### config.mk
export PLATFORM = sky130hd
export DESIGN_NAME = if_fetch_unit
export DESIGN_NICKNAME = d
export VERILOG_FILES = /design/src/rtl/if_fetch_unit.sv
export SDC_FILE = /design/constraint.sdc
export NUM_CORES = 1
export LEC_CHECK = 0
export BUFFER_PORTS_ARGS = -buffer_cell sky130_fd_sc_hd__buf_4
export CAP_MARGIN = 0
export CORE_MARGIN = 3
export CORE_UTILIZATION = 42
export CTS_BUF_LIST = sky130_fd_sc_hd__clkbuf_2
export DETAILED_ROUTE_END_ITERATION = 8
export GPL_TIMING_DRIVEN = 1
export MAX_ROUTING_LAYER = met4
export PLACE_DENSITY = 0.67
export SLEW_MARGIN = 0
export SYNTH_ARGS = -nofsm -noshare
export SYNTH_HDL_FRONTEND = slang
export SYNTH_SLANG_ARGS = --single-unit
### constraint.sdc
create_clock -name clk -period 5.2 [get_ports clk]
set_clock_uncertainty 0.2 [all_clocks]
set_input_delay 0 -clock clk [delete_from_list [all_inputs] [get_ports clk]]
set_output_delay 0 -clock clk [all_outputs]
set_load 0.02 [all_outputs]
### src/rtl/if_fetch_unit.sv
// -----------------------------------------------------------------------------
// if_fetch_unit
//   Instruction fetch stage between the instruction ROM and the IF/ID register.
//   Owns the PC and issues pipelined ROM reads over a request/grant/rvalid
//   handshake. Returned words are paired with their PCs and held in a small
//   prefetch FIFO. Downstream stalls and branch redirects are absorbed here.
//   Reads still in flight at a redirect are discarded as they return.
//
// Parameters
//   RESET_PC    PC of the first fetch after reset (word aligned)
//   FIFO_DEPTH  prefetch entries and max in-flight reads (power of 2, 2..8)
//
// Ports
//   clk              clock, rising edge
//   rst              asynchronous reset, active low
//   stall_i          IF/ID cannot accept an instruction this cycle
//   branch_flag_i    redirect fetch this cycle
//   branch_target_i  redirect PC (bits [1:0] ignored)
//   rom_ce_o         read request valid
//   rom_addr_o       read address (current PC)
//   rom_gnt_i        ROM accepts the request this cycle
//   rom_rvalid_i     read data valid, responses in request order
//   rom_data_i       read data
//   if_valid_o       if_pc_o / if_inst_o hold a valid instruction
//   if_pc_o          PC of the head instruction
//   if_inst_o        head instruction word
// -----------------------------------------------------------------------------
module if_fetch_unit #(
    parameter logic [31:0] RESET_PC   = 32'h0000_0000,
    parameter int unsigned FIFO_DEPTH = 2
) (
    input  logic        clk,
    input  logic        rst,
    input  logic        stall_i,
    input  logic        branch_flag_i,
    input  logic [31:0] branch_target_i,
    output logic        rom_ce_o,
    output logic [31:0] rom_addr_o,
    input  logic        rom_gnt_i,
    input  logic        rom_rvalid_i,
    input  logic [31:0] rom_data_i,
    output logic        if_valid_o,
    output logic [31:0] if_pc_o,
    output logic [31:0] if_inst_o
);

    localparam int unsigned AW = $clog2(FIFO_DEPTH);
    localparam int unsigned CW = $clog2(FIFO_DEPTH + 1);
    localparam logic [CW:0] DEPTH_C = (CW + 1)'(FIFO_DEPTH);

    // Control state
    logic [31:0]   pc_q, pc_d;
    logic [AW-1:0] fifo_wr_q, fifo_wr_d;
    logic [AW-1:0] fifo_rd_q, fifo_rd_d;
    logic [CW-1:0] fifo_cnt_q, fifo_cnt_d;
    logic [AW-1:0] tag_wr_q, tag_wr_d;
    logic [AW-1:0] tag_rd_q, tag_rd_d;
    logic [CW-1:0] out_q, out_d;     // reads granted but not yet returned
    logic [CW-1:0] drop_q, drop_d;   // returns still to be discarded

    // Storage
    logic [31:0] fifo_pc_q   [0:FIFO_DEPTH-1];
    logic [31:0] fifo_inst_q [0:FIFO_DEPTH-1];
    logic [31:0] tag_q       [0:FIFO_DEPTH-1];

    logic [CW:0] in_use;
    logic        credit_ok;
    logic        issue;
    logic        rsp;
    logic        rsp_drop;
    logic        rsp_keep;
    logic        fifo_push;
    logic        pop;

    logic unused_tgt_lsbs;
    assign unused_tgt_lsbs = ^branch_target_i[1:0];

    // Credits cover both buffered words and every read still in flight,
    // including the ones that will be dropped, so the FIFO can never overflow.
    assign in_use    = {1'b0, fifo_cnt_q} + {1'b0, out_q};
    assign credit_ok = in_use < DEPTH_C;

    // Gating with rst keeps the request low while reset is held.
    assign rom_ce_o   = rst & ~branch_flag_i & credit_ok;
    assign rom_addr_o = pc_q;
    assign issue      = rom_ce_o & rom_gnt_i;

    // A return with nothing outstanding is stray and ignored.
    assign rsp       = rom_rvalid_i & (out_q != '0);
    assign rsp_drop  = rsp & (drop_q != '0);
    assign rsp_keep  = rsp & (drop_q == '0);
    assign fifo_push = rsp_keep & ~branch_flag_i;

    assign if_valid_o = (fifo_cnt_q != '0);
    assign pop        = if_valid_o & ~stall_i & ~branch_flag_i;
    assign if_pc_o    = if_valid_o ? fifo_pc_q[fifo_rd_q]   : '0;
    assign if_inst_o  = if_valid_o ? fifo_inst_q[fifo_rd_q] : '0;

    always_comb begin
        // NOTE: every signal gets a default first so no path leaves it unassigned (no latch).
        pc_d       = pc_q;
        fifo_wr_d  = fifo_wr_q;
        fifo_rd_d  = fifo_rd_q;
        fifo_cnt_d = fifo_cnt_q;
        tag_wr_d   = tag_wr_q;
        tag_rd_d   = tag_rd_q;
        drop_d     = drop_q;
        out_d      = out_q + CW'(issue) - CW'(rsp);

        if (branch_flag_i) begin
            // Everything already requested becomes a drop; a word returning
            // in this very cycle is consumed by the flush instead.
            pc_d       = {branch_target_i[31:2], 2'b00};
            drop_d     = out_q - CW'(rsp);
            fifo_wr_d  = '0;
            fifo_rd_d  = '0;
            fifo_cnt_d = '0;
            tag_wr_d   = '0;
            tag_rd_d   = '0;
        end else begin
            if (issue)     pc_d      = pc_q + 32'd4;
            if (issue)     tag_wr_d  = tag_wr_q + AW'(1);
            if (rsp_keep)  tag_rd_d  = tag_rd_q + AW'(1);
            if (fifo_push) fifo_wr_d = fifo_wr_q + AW'(1);
            if (pop)       fifo_rd_d = fifo_rd_q + AW'(1);
            fifo_cnt_d = fifo_cnt_q + CW'(fifo_push) - CW'(pop);
            drop_d     = drop_q - CW'(rsp_drop);
        end
    end

    // NOTE: sequential state uses non-blocking assignments so every flop samples pre-edge values.
    always_ff @(posedge clk or negedge rst) begin
        if (!rst) begin
            pc_q       <= RESET_PC;
            fifo_wr_q  <= '0;
            fifo_rd_q  <= '0;
            fifo_cnt_q <= '0;
            tag_wr_q   <= '0;
            tag_rd_q   <= '0;
            out_q      <= '0;
            drop_q     <= '0;
        end else begin
            pc_q       <= pc_d;
            fifo_wr_q  <= fifo_wr_d;
            fifo_rd_q  <= fifo_rd_d;
            fifo_cnt_q <= fifo_cnt_d;
            tag_wr_q   <= tag_wr_d;
            tag_rd_q   <= tag_rd_d;
            out_q      <= out_d;
            drop_q     <= drop_d;
        end
    end

    // NOTE: storage arrays are not reset; the counts and pointers decide what is valid.
    always_ff @(posedge clk) begin
        if (issue) begin
            tag_q[tag_wr_q] <= pc_q;
        end
        if (fifo_push) begin
            fifo_pc_q[fifo_wr_q]   <= tag_q[tag_rd_q];
            fifo_inst_q[fifo_wr_q] <= rom_data_i;
        end
    end

endmodule

### Word-level counts from Yosys, hierarchy flattened

Memory sizes are Yosys's and may differ from the RTL's.
Index checks and enable logic that the tools add are counted.

* $add $sub $neg: 12
* $lt $le $gt $ge: 1
* muxes and demuxes: 18
* bitwise operators: 11
* reduce and logical (&&, ||, !) cells: 8

Operators by type and width (count)
* two-way mux 32 bit: 4
* adder 32 x 3 -> 32 bit (second input constant): 1
* nonzero test 2 bit: 7
* two-way mux 1 bit: 12
* AND 1 bit: 9
* subtractor 2 x 1 -> 2 bit: 4
* adder 1 bit (second input constant): 4
* adder 2 x 1 -> 2 bit: 2
* two-way mux 2 bit: 2
* adder 2 x 2 -> 3 bit: 1
* less-than comparator 3 x 2 -> 1 bit (second input constant): 1
* logical NOT 2 bit: 1
* NOT 1 bit: 2

* register bits after elaboration: 42
* memory bits (writable): 192
* input port bits: 70
* output and inout bits: 98
* word-level logic and storage cells: 61
* memories: 3

Memory list
* fifo_inst_q: depth 2, bits a word 32, rd ports 1, clocked after memory_dff 0, wr ports 1, line 63 `logic [31:0] fifo_inst_q [0:FIFO_DEPTH-1];`
* fifo_pc_q: depth 2, bits a word 32, rd ports 1, clocked after memory_dff 0, wr ports 1, line 62 `logic [31:0] fifo_pc_q [0:FIFO_DEPTH-1];`
* tag_q: depth 2, bits a word 32, rd ports 1, clocked after memory_dff 0, wr ports 1, line 64 `logic [31:0] tag_q [0:FIFO_DEPTH-1];`

### Depth between registers and ports, before layout

Gate-level depths: netlist (run 1).

* depth in word-level cells: 7
* gate-level depth with buffers: 10
* gate-level depth less buffers: 9

### Least setup slack after synthesis (run 1)

Ideal clock, no wire load.

* path type: register to register
* start point: reg out_q[1]
* end point: mem fifo_inst_q[0][0] (enable)
* setup time: 482 ps
* arrival time: 3362 ps
* path slack: 1156 ps
* stages on the path, launching flop included: 5
* period minus slack after synthesis: 4044 ps
* cells stage by stage: dfrtp_1 > o21ai_0 > inv_1 > nand3_1 > nor2_1

* longest elaborated chain between the ends: 6

Ends and longest elaborated chain
* start, declared: line 58 `logic [CW-1:0] out_q, out_d;`
* start signal, assigned: line 149 `out_q <= out_d;`
* nonzero test 2 bit: line 89 `assign rsp = rom_rvalid_i & (out_q != '0);`
* AND 1 bit: line 89
* AND 1 bit: line 91 `assign rsp_keep = rsp & (drop_q == '0);`
* AND 1 bit: line 92 `assign fifo_push = rsp_keep & ~branch_flag_i;`
* two-way mux 1 bit: line 159 `if (fifo_push) begin`
* two-way mux 1 bit (not written as such): line 161 `fifo_inst_q[fifo_wr_q] <= rom_data_i;`
* end, declared: line 63

Every way passes these cells.

### Final worst setup path (run 1)

* start point: reg fifo_cnt_q[0]
* end point: reg pc_q[19] (netlist: rom_addr_o[19])

* longest elaborated chain between the ends: 5

Ends and longest elaborated chain
* start, declared: line 55 `logic [CW-1:0] fifo_cnt_q, fifo_cnt_d;`
* start signal, assigned: line 146 `fifo_cnt_q <= fifo_cnt_d;`
* adder 2 x 2 -> 3 bit: line 80 `assign in_use = {1'b0, fifo_cnt_q} + {1'b0, out_q};`
* less-than comparator 3 x 2 -> 1 bit: line 81 `assign credit_ok = in_use < DEPTH_C;`
* AND 1 bit: line 84 `assign rom_ce_o = rst & ~branch_flag_i & credit_ok;`
* AND 1 bit: line 86 `assign issue = rom_ce_o & rom_gnt_i;`
* nonzero test 2 bit (no source line)
* end signal, assigned: line 143 `pc_q <= pc_d;`
* end, declared: line 52 `logic [31:0] pc_q, pc_d;`

Every way passes these cells.
A chain may end at the register's enable or synchronous reset.

==> results of run 1 <==
[stage by stage]
| stage | hold WS [ns] | cells | worst slack (ns) | cell area [sq um] | utilization |
|---|---|---|---|---|---|
| detailed placement | -0.1691 | 1030 | 1.658 | 10680 | 0.5015 |
| global placement | -0.1859 | 1030 | 1.785 | 10680 | 0.5015 |
| finish | 0.1625 | 1326 | 0.9395 | 13120 | 0.6162 |
| CTS | 0.08041 | 1325 | 1.022 | 13120 | 0.6161 |
| floorplan | -0.4956 | 623 | 1.156 | 9246 | - |
| global route | 0.1715 | 1326 | 0.7577 | 13120 | 0.6162 |
[power by group]
| group | switching [uW] | internal, uW |
|---|---|---|
| combinational | 597 | 554 |
| sequential | 153 | 2130 |
| clock | 673 | 397 |
| total | 1420 | 3080 |
[metal layers]
| metal | vias up | routed length, um |
|---|---|---|
| met5 | - | 0 |
| met4 | 0 | 507 |
| met3 | 51 | 1128 |
| met2 | 214 | 11250 |
| met1 | 3202 | 8864 |
| li1 | 3123 | - |
[registers in the layout, indices dropped and copies added (netlist names)]
register	cells
out_q	2
drop_q	2
fifo_inst_q	64
fifo_wr_q	1
tag_q	60
fifo_pc_q	60
tag_rd_q	1
fifo_cnt_q	2
rom_addr_o	30
fifo_rd_q	1
tag_wr_q	1
[worst min-delay path: cells and delay by family]
family	cells	cell delay [ns]
multiplexers	1	0.06
buffers and inverters	2	0.63
adder cells (fa/ha/maj)	1	0.13
AO/OA/AOI/OAI	1	0.13
AND/OR/NAND/NOR	1	0.14
[synth_stat cells, types with 9 or more instances]
master | n | share of area
sky130_fd_sc_hd__o31ai_1 | 11 | 0.0089
sky130_fd_sc_hd__mux2i_1 | 64 | 0.069
sky130_fd_sc_hd__or4_1 | 15 | 0.012
sky130_fd_sc_hd__mux2_2 | 30 | 0.037
sky130_fd_sc_hd__a31oi_1 | 17 | 0.012
sky130_fd_sc_hd__edfxtp_1 | 184 | 0.60
sky130_fd_sc_hd__nand3_1 | 15 | 0.0081
sky130_fd_sc_hd__inv_1 | 13 | 0.0053
sky130_fd_sc_hd__dfrtp_1 | 40 | 0.11
sky130_fd_sc_hd__nand2_1 | 22 | 0.0089
sky130_fd_sc_hd__clkbuf_1 | 9 | 0.0037
sky130_fd_sc_hd__o21ai_0 | 18 | 0.0098
sky130_fd_sc_hd__xor2_1 | 9 | 0.0085
sky130_fd_sc_hd__nor2_1 | 89 | 0.036
[area by class of cell]
class,count,area (sq um),area share
Antenna cell,1,2.502,0.0001908
Clock buffer,75,375.4,0.02861
Clock inverter,25,102.6,0.007821
Inverter,13,48.80,0.003720
Multi-Input combinational cell,351,2499,0.1905
Sequential cell,224,6530,0.4978
Tap cell,275,344.1,0.02623
Timing Repair Buffer,362,3216,0.2451
[cell families after synthesis]
family	count (synthesis)	share of synthesized area
other cells	1	0.0004061
buf+inv	48	0.02723
fa+ha+maj	8	0.01165
simple gates	175	0.09633
xor+xnor	17	0.01612
compound gates	53	0.03563
flops	224	0.7067
mux	94	0.1059
[path summary, 6_finish.rpt]
| path | to | cells after the start |
|---|---|---|
| max | rom_addr_o[19] | 7 |
| min | drop_q[0] | 6 |
| max reg2reg | rom_addr_o[19] | 7 |
| min reg2reg | fifo_pc_q[0][21] | 1 |
| max in group asynchronous | fifo_rd_q | 5 |
| min in group asynchronous | rom_addr_o[29] | 5 |
==> impl_results.md, run 1 <==
* Fill cell total of the finished layout at 1605
* Pin count of the biggest net entering global routing at 67
* Number of iterations in the first detailed-routing pass at 5
* Clock tree from TritonCTS: yes
* Layout cell share with drive strength beyond 1 at 0.2838
* Minimum clock period at 4.261 ns
* Setup crit start: fifo_cnt_q[0]
* Type of the most critical hold path: in2reg
* Number of buffers added by the clock tree synthesis step at 54
* Worst reg2reg setup slack at 0.94 ns
* Sink Count at 224
* Peak clock frequency supported by timing at 234.7 MHz
* Cts hold-fix bufs at 195
* Peak-usage layer in the global routing report: met2
* Met2 track demand over resource in global routing at 0.3128
* Max Fanout on Critical Path at 22
* CP max stage delay at 0.82 ns
* Max-slew violation count at 0
* Outcome: finished clean
* Slew of the pin with the lowest slew margin at 1.180 ns
* Global-route wire length before repair at 34.60 mm
* Via count at 6590
* Buffers from clock root to sink, at most at 3
* Core ar. at 21290 sq um
* Maximum vdd ir drop at 0.1885 mV
* Met3 track utilization from global routing at 0.03749
* Yosys warning total at 0
* Final global-route overflow total at 0
* Most common library cell in the layout ignoring fill and taps: sky130_fd_sc_hd__dlygate4sd3_1
* Number of DRC violations after detailed-routing iteration 0 at 350
* Number of synthesized register bits at 224
* R2R Path Start: fifo_cnt_q[0]
* Number of nets still failing antenna checks after routing at 0
* Setup repair bufs after CTS at 0
* Most common flop cell mapped by yosys: sky130_fd_sc_hd__edfxtp_1
* Min-Delay Startpoint: rom_rvalid_i
* Cell variety after synth at 46
* Post-Route Setup TNS at 0 ns
* Number of input and output port buffers inserted at 161
* Worst path required time at 5.71 ns
* Global-route usage over all layers at 0.1841
* Number of buffers and inverters on the critical path at 1
* Kind of critical path: reg2reg
* Die Span X at 154.3 um
* Clock slew at reported path FFs at 0.11 ns
* Deepest level of the CTS H-tree at 2
* Final Wtd Congestion at 0.7862
* Post-synthesis instance total at 620
* Number of flops mapped to enable cells by yosys at 184
* Die outline area at 23800 sq um
* Final cycle utilization of the critical path at 0.8193
* Die Span Y at 154.3 um
* Worst-path cell with the longest stage delay: sky130_fd_sc_hd__nand4_1
* Type of element capturing the critical path: flip-flop
* Worst slew margin relative to its limit at 0.2135
* Floorplan row count at 53
* Layout overhead on the synthesized area at 42.04%
* Async S/R FF share, synth at 0.1786
* Post-Syn Area at 9235 sq um
* Crit path launch type: flip-flop
* Antenna violations before repair at 1
* Total of cells resized after clock tree synthesis at 0
* Final Net Count at 1084
* I/O pin total at 168
* Leakage dissipation at 0.004997 uW
* Sequential-to-total area share from yosys stat at 0.7067
* Post-detail-place hpwl at 12.06 mm
* Arrival time worst endpoint at 4.77 ns
* Average cell area after synthesis at 14.90 sq um
* Met1 Track Usage GR at 0.2166
* Number of violations of the max-capacitance limit at 0
* Final Setup Violations at 0
* Initial Utilization at 0.4338
* Final total power at 4501 uW
* Final count of hold timing violations at 0
* Average routed wire per standard cell at 16.40 um
* Highest-count cells in the layout ignoring fill and taps: 194 x sky130_fd_sc_hd__dlygate4sd3_1, 184 x sky130_fd_sc_hd__edfxtp_1, 167 x sky130_fd_sc_hd__buf_4
* Pwr per Cell Area at 343.1 nW/um^2
* Detailed-route DRC error count at 0
* Number of global-route vias before repair at 7026
* Worst path top cell family by delay: simple AND/OR/NAND/NOR gates
* Master cell of the clock root buffer: sky130_fd_sc_hd__clkbuf_2
* Total wirelength of the detailed-routed design at 21.75 mm
* RSZ-0062 raised after global routing: no
* Cells traversed along the worst timing path: and2_1 -> fa_1 -> and4bb_2 -> nand4_1 -> or4_1 -> a31oi_1 -> dlygate4sd3_1
* Ratio of routed vias to standard cells at 4.970
* Insertion delay of the later-clocked pin in the worst-skew pair at 0.79 ns
Note: power is estimated with default switching activity, not from simulation.
==> run 2: changes to the inputs <==
==> constraint.sdc (replaced) <==
create_clock -name clk -period 4.05 [get_ports clk]
set_clock_uncertainty 0.2 [all_clocks]
set_input_delay 0 -clock clk [delete_from_list [all_inputs] [get_ports clk]]
set_output_delay 0 -clock clk [all_outputs]
set_load 0.02 [all_outputs]
==> impl_results.md, run 2 (synthesis results as in run 1) <==
* Layout cell share with drive strength beyond 1 at 0.2959 (+0.01213)
* Final cycle utilization of the critical path at 0.8829 (+0.06357)
* Clock power share at 0.256 (+0.018)
* Type of the most critical hold path: in2reg
* Final Net Count at 1069 (-1.4%)
* Post-Route Setup TNS at 0 ns (unchanged)
* Die Span Y at 154.3 um (unchanged)
* Switching power total at 1791 uW (+26%)
* Slew of the pin with the lowest slew margin at 1.127 ns (-0.05301 ns)
* Final Wtd Congestion at 0.7768 (-1.2%)
* Portion of total power attributed to combinational logic at 0.248 (-0.008)
* Total wirelength of the detailed-routed design at 21.45 mm (-1.4%)
* Global-route usage over all layers at 0.1843 (about the same)
* Kind of critical path: reg2reg
* Clock slew at reported path FFs at 0.10 ns (about the same)
* Die Span X at 154.3 um (unchanged)
* Routed length on met3 at 1.174 mm (+4.1%)
* Pin count of the biggest net entering global routing at 67 (unchanged)
* Register containing the most flip-flops in the final layout: fifo_inst_q
* Core ar. at 21290 sq um (unchanged)
* Number of iterations in the first detailed-routing pass at 5 (unchanged)
* Maximum vdd ir drop at 0.2742 mV (+45%)
* Number of global-route vias before repair at 6987 (-0.56%)
* Floorplan row count at 53 (unchanged)
* Number of buffers added by the clock tree synthesis step at 53 (-1.9%)
* Crit path launch type: flip-flop
* Outcome: finished clean
* Final core utilization at 0.6132 (-0.002998)
* Internal power at 4111 uW (+34%)
* Max-slew violation count at 0 (unchanged)
* Peak clock frequency supported by timing at 279.7 MHz (+19%)
* Number of violations of the max-capacitance limit at 0 (unchanged)
* Sink Count at 224 (unchanged)
* Cts hold-fix bufs at 180 (-7.7%)
* Flip-flop count of the largest register after layout at 64 (unchanged)
* Layout overhead on the synthesized area at 41.35%
* Clock tree from TritonCTS: yes
* Insertion delay of the later-clocked pin in the worst-skew pair at 0.80 ns (about the same)
* Max Fanout on Critical Path at 21 (-4.5%)
* Detailed-route DRC error count at 0 (unchanged)
* Setup slack of the critical path after layout at 0.4742 ns (-0.4652 ns)
* Antenna violations before repair at 1 (unchanged)
* Setup repair bufs after CTS at 0 (unchanged)
* Met1 WL at 8.597 mm (-3.0%)
* Total of cells resized after clock tree synthesis at 0 (unchanged)
* Proportion of total power due to net switching at 0.3034 (-0.01276)
* Pwr per Cell Area at 452.1 nW/um^2 (+32%)
* Final global-route overflow total at 0 (unchanged)
* Global-route wire length before repair at 34.53 mm (-0.20%)
* Final total power at 5902 uW (+31%)
* Registers with the most flip-flops: fifo_inst_q x64, fifo_pc_q x60, tag_q x60
* Post-detail-place hpwl at 12.09 mm (+0.22%)
* I/O pin total at 168 (unchanged)
* Type of element capturing the critical path: flip-flop
* Number of nets still failing antenna checks after routing at 0 (unchanged)
* Buffers from clock root to sink, at most at 3 (unchanged)
* Most common library cell in the layout ignoring fill and taps: sky130_fd_sc_hd__edfxtp_1
* Via count at 6517 (-1.1%)
* Initial Utilization at 0.4338 (unchanged)
* Die outline area at 23800 sq um (unchanged)
* Worst path required time at 4.54 ns (-1.17 ns)
* Deepest level of the CTS H-tree at 2 (unchanged)
* Final Setup Violations at 0 (unchanged)
* Cell area after placement at 10710 sq um (+0.31%)
* Met2 routed WL at 11.25 mm (unchanged)
* Worst Setup Slack post-DPL at 0.9126 ns (-0.7458 ns)
* Worst slew margin relative to its limit at 0.2488 (+0.03534)
* Number of input and output port buffers inserted at 161 (unchanged)
* Minimum clock period at 3.576 ns (-0.6848 ns)
* Ratio of routed vias to standard cells at 4.975 (+0.10%)
* Non-Filler Cell Area, Final at 13050 sq um (-0.49%)
* Arrival time worst endpoint at 4.06 ns (-0.71 ns)
* Highest-count cells in the layout ignoring fill and taps: 184 x sky130_fd_sc_hd__edfxtp_1, 179 x sky130_fd_sc_hd__dlygate4sd3_1, 166 x sky130_fd_sc_hd__buf_4
* Number of DRC violations after detailed-routing iteration 0 at 283 (-19%)
* Master cell of the clock root buffer: sky130_fd_sc_hd__clkbuf_2
* Leakage dissipation at 0.004973 uW (-0.48%)
* Final count of hold timing violations at 0 (unchanged)
* Sequential share of power at 0.496 (-0.011)
* RSZ-0062 raised after global routing: no
* Average routed wire per standard cell at 16.37 um (-0.18%)
* Highest routed metal layer: met4
## run 2: changes by cell type in the layout (fill, tap and decap cells not counted), sizes merged, moves of 2 or more
cell,change
bufinv,+2
clkbuf,+9
clkinv,-11
dlygate4sd3,-15
## run 2: stage by stage
step,hold slack (ns),instances
floorplan,-0.4956,623
global placement,-0.1833,1031
detailed placement,-0.1684,1031
CTS,0.07553,1309
global route,0.1337,1310
finish,0.1623,1310
## run 2: final cells by class
type | instances | area, sq um
inverter | 13 | 48.80
sequential | 224 | 6530
antenna | 1 | 2.502
tap | 275 | 344.1
clock buffer | 84 | 420.4
timing repair buffer | 348 | 3098
multi-input combinational | 351 | 2499
clock inverter | 14 | 111.4
fill | 1592 | 8233
## run 2: path summary, 6_finish.rpt
check / slack (ns) / from / end / cells past startpoint
max: 0.47 / fifo_cnt_q[0] / rom_addr_o[26] / 7
min: 0.16 / rom_rvalid_i / drop_q[0] / 6
max reg2reg: 0.47 / fifo_cnt_q[0] / rom_addr_o[26] / 7
min reg2reg: 0.36 / tag_q[0][18] / fifo_pc_q[0][18] / 1
max in group asynchronous: 2.77 / rst / fifo_rd_q / 5
min in group asynchronous: 0.60 / rst / rom_addr_o[18] / 5
## run 2: power by group through the flow
stage	Combinational (uW)	Sequential [uW]	Clock, uW
CTS	1470	2930	1570
detailed placement	1310	2980	0
finish	1470	2920	1510
global placement	1280	2960	0
global route	1590	2960	1710
floorplan	840	2910	0
## run 2: routing by layer
metal	vias to the layer above	track usage
met5	-	-
met4	0	0.06770
met3	39	0.03833
met2	231	0.3218
met1	3149	0.2099
li1	3098	-
## run 2: critical path, cell delays in order, from the launching register on
cell and delay [ns]:
sky130_fd_sc_hd__dfrtp_1 0.43, sky130_fd_sc_hd__and2_1 0.19, sky130_fd_sc_hd__fa_1 0.45, sky130_fd_sc_hd__and4bb_2 0.53, sky130_fd_sc_hd__nand4_4 0.37, sky130_fd_sc_hd__or4_1 0.56
sky130_fd_sc_hd__a31oi_1 0.19, sky130_fd_sc_hd__dlygate4sd3_1 0.57
==> run 3: changes to the inputs <==
--- a/config.mk
+++ b/config.mk
@@ -5,6 +5,7 @@
 export SDC_FILE = /design/constraint.sdc
 export NUM_CORES = 1
 export LEC_CHECK = 0
+export ABC_AREA = 1
 export BUFFER_PORTS_ARGS = -buffer_cell sky130_fd_sc_hd__buf_4
 export CAP_MARGIN = 0
 export CORE_MARGIN = 3
==> constraint.sdc (replaced) <==
create_clock -name clk -period 3.9 [get_ports clk]
set_clock_uncertainty 0.2 [all_clocks]
set_input_delay 0 -clock clk [delete_from_list [all_inputs] [get_ports clk]]
set_output_delay 0 -clock clk [all_outputs]
set_load 0.02 [all_outputs]
==> impl_results.md, run 3 <==
* Post-synthesis instance total at 836 (+35%)
* Average cell area after synthesis at 11.46 sq um (-23%)
* Number of iterations in the first detailed-routing pass at 5 (unchanged)
* Layout overhead on the synthesized area at 43.23%
* Final total power at 6446 uW (+9.2%)
* Most common flop cell mapped by yosys: sky130_fd_sc_hd__edfxtp_1
* Kind of critical path: reg2reg
* Clock tree from TritonCTS: yes
* Switching power total at 2119 uW (+18%)
* Leakage dissipation at 0.005581 uW (+12%)
* Max-slew violation count at 0 (unchanged)
* Final Wtd Congestion at 0.8357 (+7.6%)
* Insertion delay of the later-clocked pin in the worst-skew pair at 0.82 ns (+0.02 ns)
* Number of synthesized register bits at 224 (unchanged)
* Outcome: finished clean
* Core ar. at 22090 sq um (+3.8%)
* Final global-route overflow total at 0 (unchanged)
* Most instantiated library cell after synthesis: sky130_fd_sc_hd__nand2_1
* Yosys warning total at 0 (unchanged)
* Number of input and output port buffers inserted at 161 (unchanged)
* Proportion of total power due to net switching at 0.3288 (+0.02537)
* Number of buffers added by the clock tree synthesis step at 55 (+3.8%)
* Max Fanout on Critical Path at 19 (-9.5%)
* Slew of the pin with the lowest slew margin at 1.031 ns (-0.09590 ns)
* Layout cell share with drive strength beyond 1 at 0.2455 (-0.05042)
* Die outline area at 24660 sq um (+3.6%)
* Flip-flop count of the largest register after layout at 64 (unchanged)
* Floorplan row count at 54 (+1.9%)
* Portion of total power attributed to combinational logic at 0.279 (+0.031)
* Final Net Count at 1317 (+23%)
* Deepest level of the CTS H-tree at 2 (unchanged)
* Post-detail-place hpwl at 13.04 mm (+7.9%)
* Type of element capturing the critical path: flip-flop
* Pin count of the biggest net entering global routing at 64 (-4.5%)
* RSZ-0062 raised after global routing: no
* End of the worst register-to-register path: rom_addr_o[21]
* Peak clock frequency supported by timing at 284.8 MHz (+1.8%)
* Worst slew margin relative to its limit at 0.3127 (+0.06393)
* Async S/R FF share, synth at 0.1786 (unchanged)
* Most frequent cells after synthesis: 259 x sky130_fd_sc_hd__nand2_1, 184 x sky130_fd_sc_hd__edfxtp_1, 63 x sky130_fd_sc_hd__a21oi_1
* Cells traversed along the worst timing path: nand2_1 -> inv_1 -> fa_1 -> nor2_1 -> nand4_4 -> nand2_4 -> o21ai_0 -> dlygate4sd3_1 -> inv_1 -> nand2_1 -> dlygate4sd3_1
* I/O pin total at 168 (unchanged)
* Final count of hold timing violations at 0 (unchanged)
* CP max stage delay at 0.60 ns (+0.03 ns)
* Worst path required time at 4.37 ns (-0.17 ns)
* Number of flops mapped to enable cells by yosys at 184 (unchanged)
* Number of global-route vias before repair at 7909 (+13%)
* Maximum vdd ir drop at 0.2888 mV (+5.3%)
* R2R Path Start: fifo_cnt_q[0]
* Average routed wire per standard cell at 15.73 um (-3.9%)
* Minimum clock period at 3.512 ns (-0.06425 ns)
* Setup slack of the critical path after layout at 0.3885 ns (-0.08575 ns)
* Number of nets still failing antenna checks after routing at 0 (unchanged)
* Sink Count at 224 (unchanged)
* Die Span X at 157.1 um (+1.8%)
* Pwr per Cell Area at 469.6 nW/um^2 (+3.9%)
* Cell taking the most area after synthesis: sky130_fd_sc_hd__edfxtp_1
* Global-route wire length before repair at 39.01 mm (+13%)
* Sequential-to-total area share from yosys stat at 0.6810 (-0.02565)
* Type of the most critical hold path: in2async
* Worst-path cell with the longest stage delay: sky130_fd_sc_hd__dlygate4sd3_1
* Main area contributors after synthesis: sky130_fd_sc_hd__edfxtp_1 58%, sky130_fd_sc_hd__dfrtp_1 10%, sky130_fd_sc_hd__nand2_1 10%, sky130_fd_sc_hd__mux2_2 3.4%, sky130_fd_sc_hd__a21oi_1 3.3%
* Arrival time worst endpoint at 3.98 ns (-0.08 ns)
* Die Span Y at 157.1 um (+1.8%)
* Post-Syn Area at 9583 sq um (+3.8%)
* Register containing the most flip-flops in the final layout: fifo_inst_q
* Number of DRC violations after detailed-routing iteration 0 at 449 (+59%)
* Total of cells resized after clock tree synthesis at 0 (unchanged)
* Registers with the most flip-flops: fifo_inst_q x64, fifo_pc_q x60, tag_q x60
* Total wirelength of the detailed-routed design at 24.60 mm (+15%)
* Yosys top cell area share at 0.5766 (-0.02172)
* Highest-count cells in the layout ignoring fill and taps: 259 x sky130_fd_sc_hd__nand2_1, 207 x sky130_fd_sc_hd__dlygate4sd3_1, 184 x sky130_fd_sc_hd__edfxtp_1
* Via count at 7649 (+17%)
* Worst Setup Slack post-DPL at 1.371 ns (+0.4586 ns)
* Setup repair bufs after CTS at 0 (unchanged)
* Worst reg2reg setup slack at 0.39 ns (-0.09 ns)
* Crit path launch type: flip-flop
* Buffers from clock root to sink, at most at 3 (unchanged)
* Sequential share of power at 0.476 (-0.020)
* Ratio of routed vias to standard cells at 4.891 (-1.7%)
* Internal power at 4326 uW (+5.2%)
* Number of cells traversed by the worst register-to-register path at 11 (+4)
* Most common library cell in the layout ignoring fill and taps: sky130_fd_sc_hd__nand2_1
* Antenna violations before repair at 1 (unchanged)
* Global-route usage over all layers at 0.2052 (+0.02091)
* Clock power share at 0.245 (-0.011)
* Initial Utilization at 0.4337 (about the same)
* Detailed-route DRC error count at 0 (unchanged)
* Final Setup Violations at 0 (unchanged)
* Cell variety after synth at 38 (-17%)
* Master cell of the clock root buffer: sky130_fd_sc_hd__clkbuf_2
* Clock slew at reported path FFs at 0.11 ns (about the same)
* Final cycle utilization of the critical path at 0.9004 (+0.01748)
* Number of violations of the max-capacitance limit at 0 (unchanged)
## run 3: cell types whose count changed after synthesis, sizes merged, moves of 7 or more
| cell | change |
|---|---|
| nor2 | -39 |
| or3 | -7 |
| or4 | -15 |
| nand2 | +242 |
| o21bai | +7 |
| a31oi | -17 |
| clkbuf | +7 |
| nand3 | +37 |
| a21oi | +61 |
| mux2i | -63 |
| o31ai | -11 |
| inv | +42 |
| buf | -7 |
## run 3: worst max-delay path by stage
stage	startpoint	endpoint	cells after the start
floorplan	out_q[1]	fifo_inst_q[0][0]	3
global placement	fifo_cnt_q[0]	tag_q[1][28]	7
detailed placement	fifo_cnt_q[0]	tag_q[1][28]	7
CTS	fifo_cnt_q[0]	rom_addr_o[20]	11
global route	fifo_cnt_q[0]	rom_addr_o[25]	11
finish	fifo_cnt_q[0]	rom_addr_o[21]	11
## run 3: worst max-delay path, delay by kind of cell (launching register included)
kind                       cells  cell delay (ns)
buffers and inverters          4             1.28
and+or+nand+nor                5             0.88
DFF                            1             0.45
adders and majority gates      1             0.43
AOI/OAI and AO/OA              1             0.14
## run 3: layer usage
| layer | vias up | global-route usage | wire [um] |
|---|---|---|---|
| met5 | - | - | 0 |
| met4 | 0 | 0.07355 | 574 |
| met3 | 60 | 0.04427 | 1632 |
| met2 | 300 | 0.3446 | 12030 |
| met1 | 3604 | 0.2454 | 10370 |
| li1 | 3685 | - | - |
## run 3: timing repair
item,CTS,global route
hold buffers,208,0
hold endpoints to repair,309,0
endpoints found under the setup margin,0,0
## run 3: per-stage QoR
step / std cells / area (sq um) / util / setup TNS [ns] / hold slack (ns)
after floorplan: 839 / 9594 / - / -23.47 / -0.4956
after global placement: 1254 / 11090 / 0.5019 / 0 / -0.1568
after detailed placement: 1254 / 11090 / 0.5019 / 0 / -0.1608
after CTS: 1563 / 13720 / 0.6211 / 0 / 0.002143
after global routing: 1564 / 13730 / 0.6212 / 0 / 0.02110
final: 1564 / 13730 / 0.6212 / 0 / 0.1037
## run 3: area by class of cell
class / instances / area (sq um)
Antenna cell: 1 / 2.502
Clock buffer: 78 / 390.4
Clock inverter: 23 / 145.1
Fill cell: 1699 / 8368
Inverter: 56 / 216.5
Multi-Input combinational cell: 524 / 2693
Sequential cell: 224 / 6528
Tap cell: 280 / 350.3
Timing Repair Buffer: 378 / 3401
## run 3: power groups by stage
stage          Combinational [uW]  Clock, uW  Sequential (uW)
4_1_cts                      1790       1650             3060
3_5_place_dp                 1560          0             3120
5_1_grt                      1970       1790             3100
6_report                     1800       1580             3070
2_1_floorplan                 918          0             3110
3_3_place_gp                 1530          0             3110
## run 3: logic make-up after synthesis
group / synth area share
compound gates: 0.05301
other cells: 0.0003913
fa+ha+maj: 0.01123
mux: 0.03630
xor+xnor: 0.01097
flops: 0.6810
simple gates: 0.1650
buf+inv: 0.04204
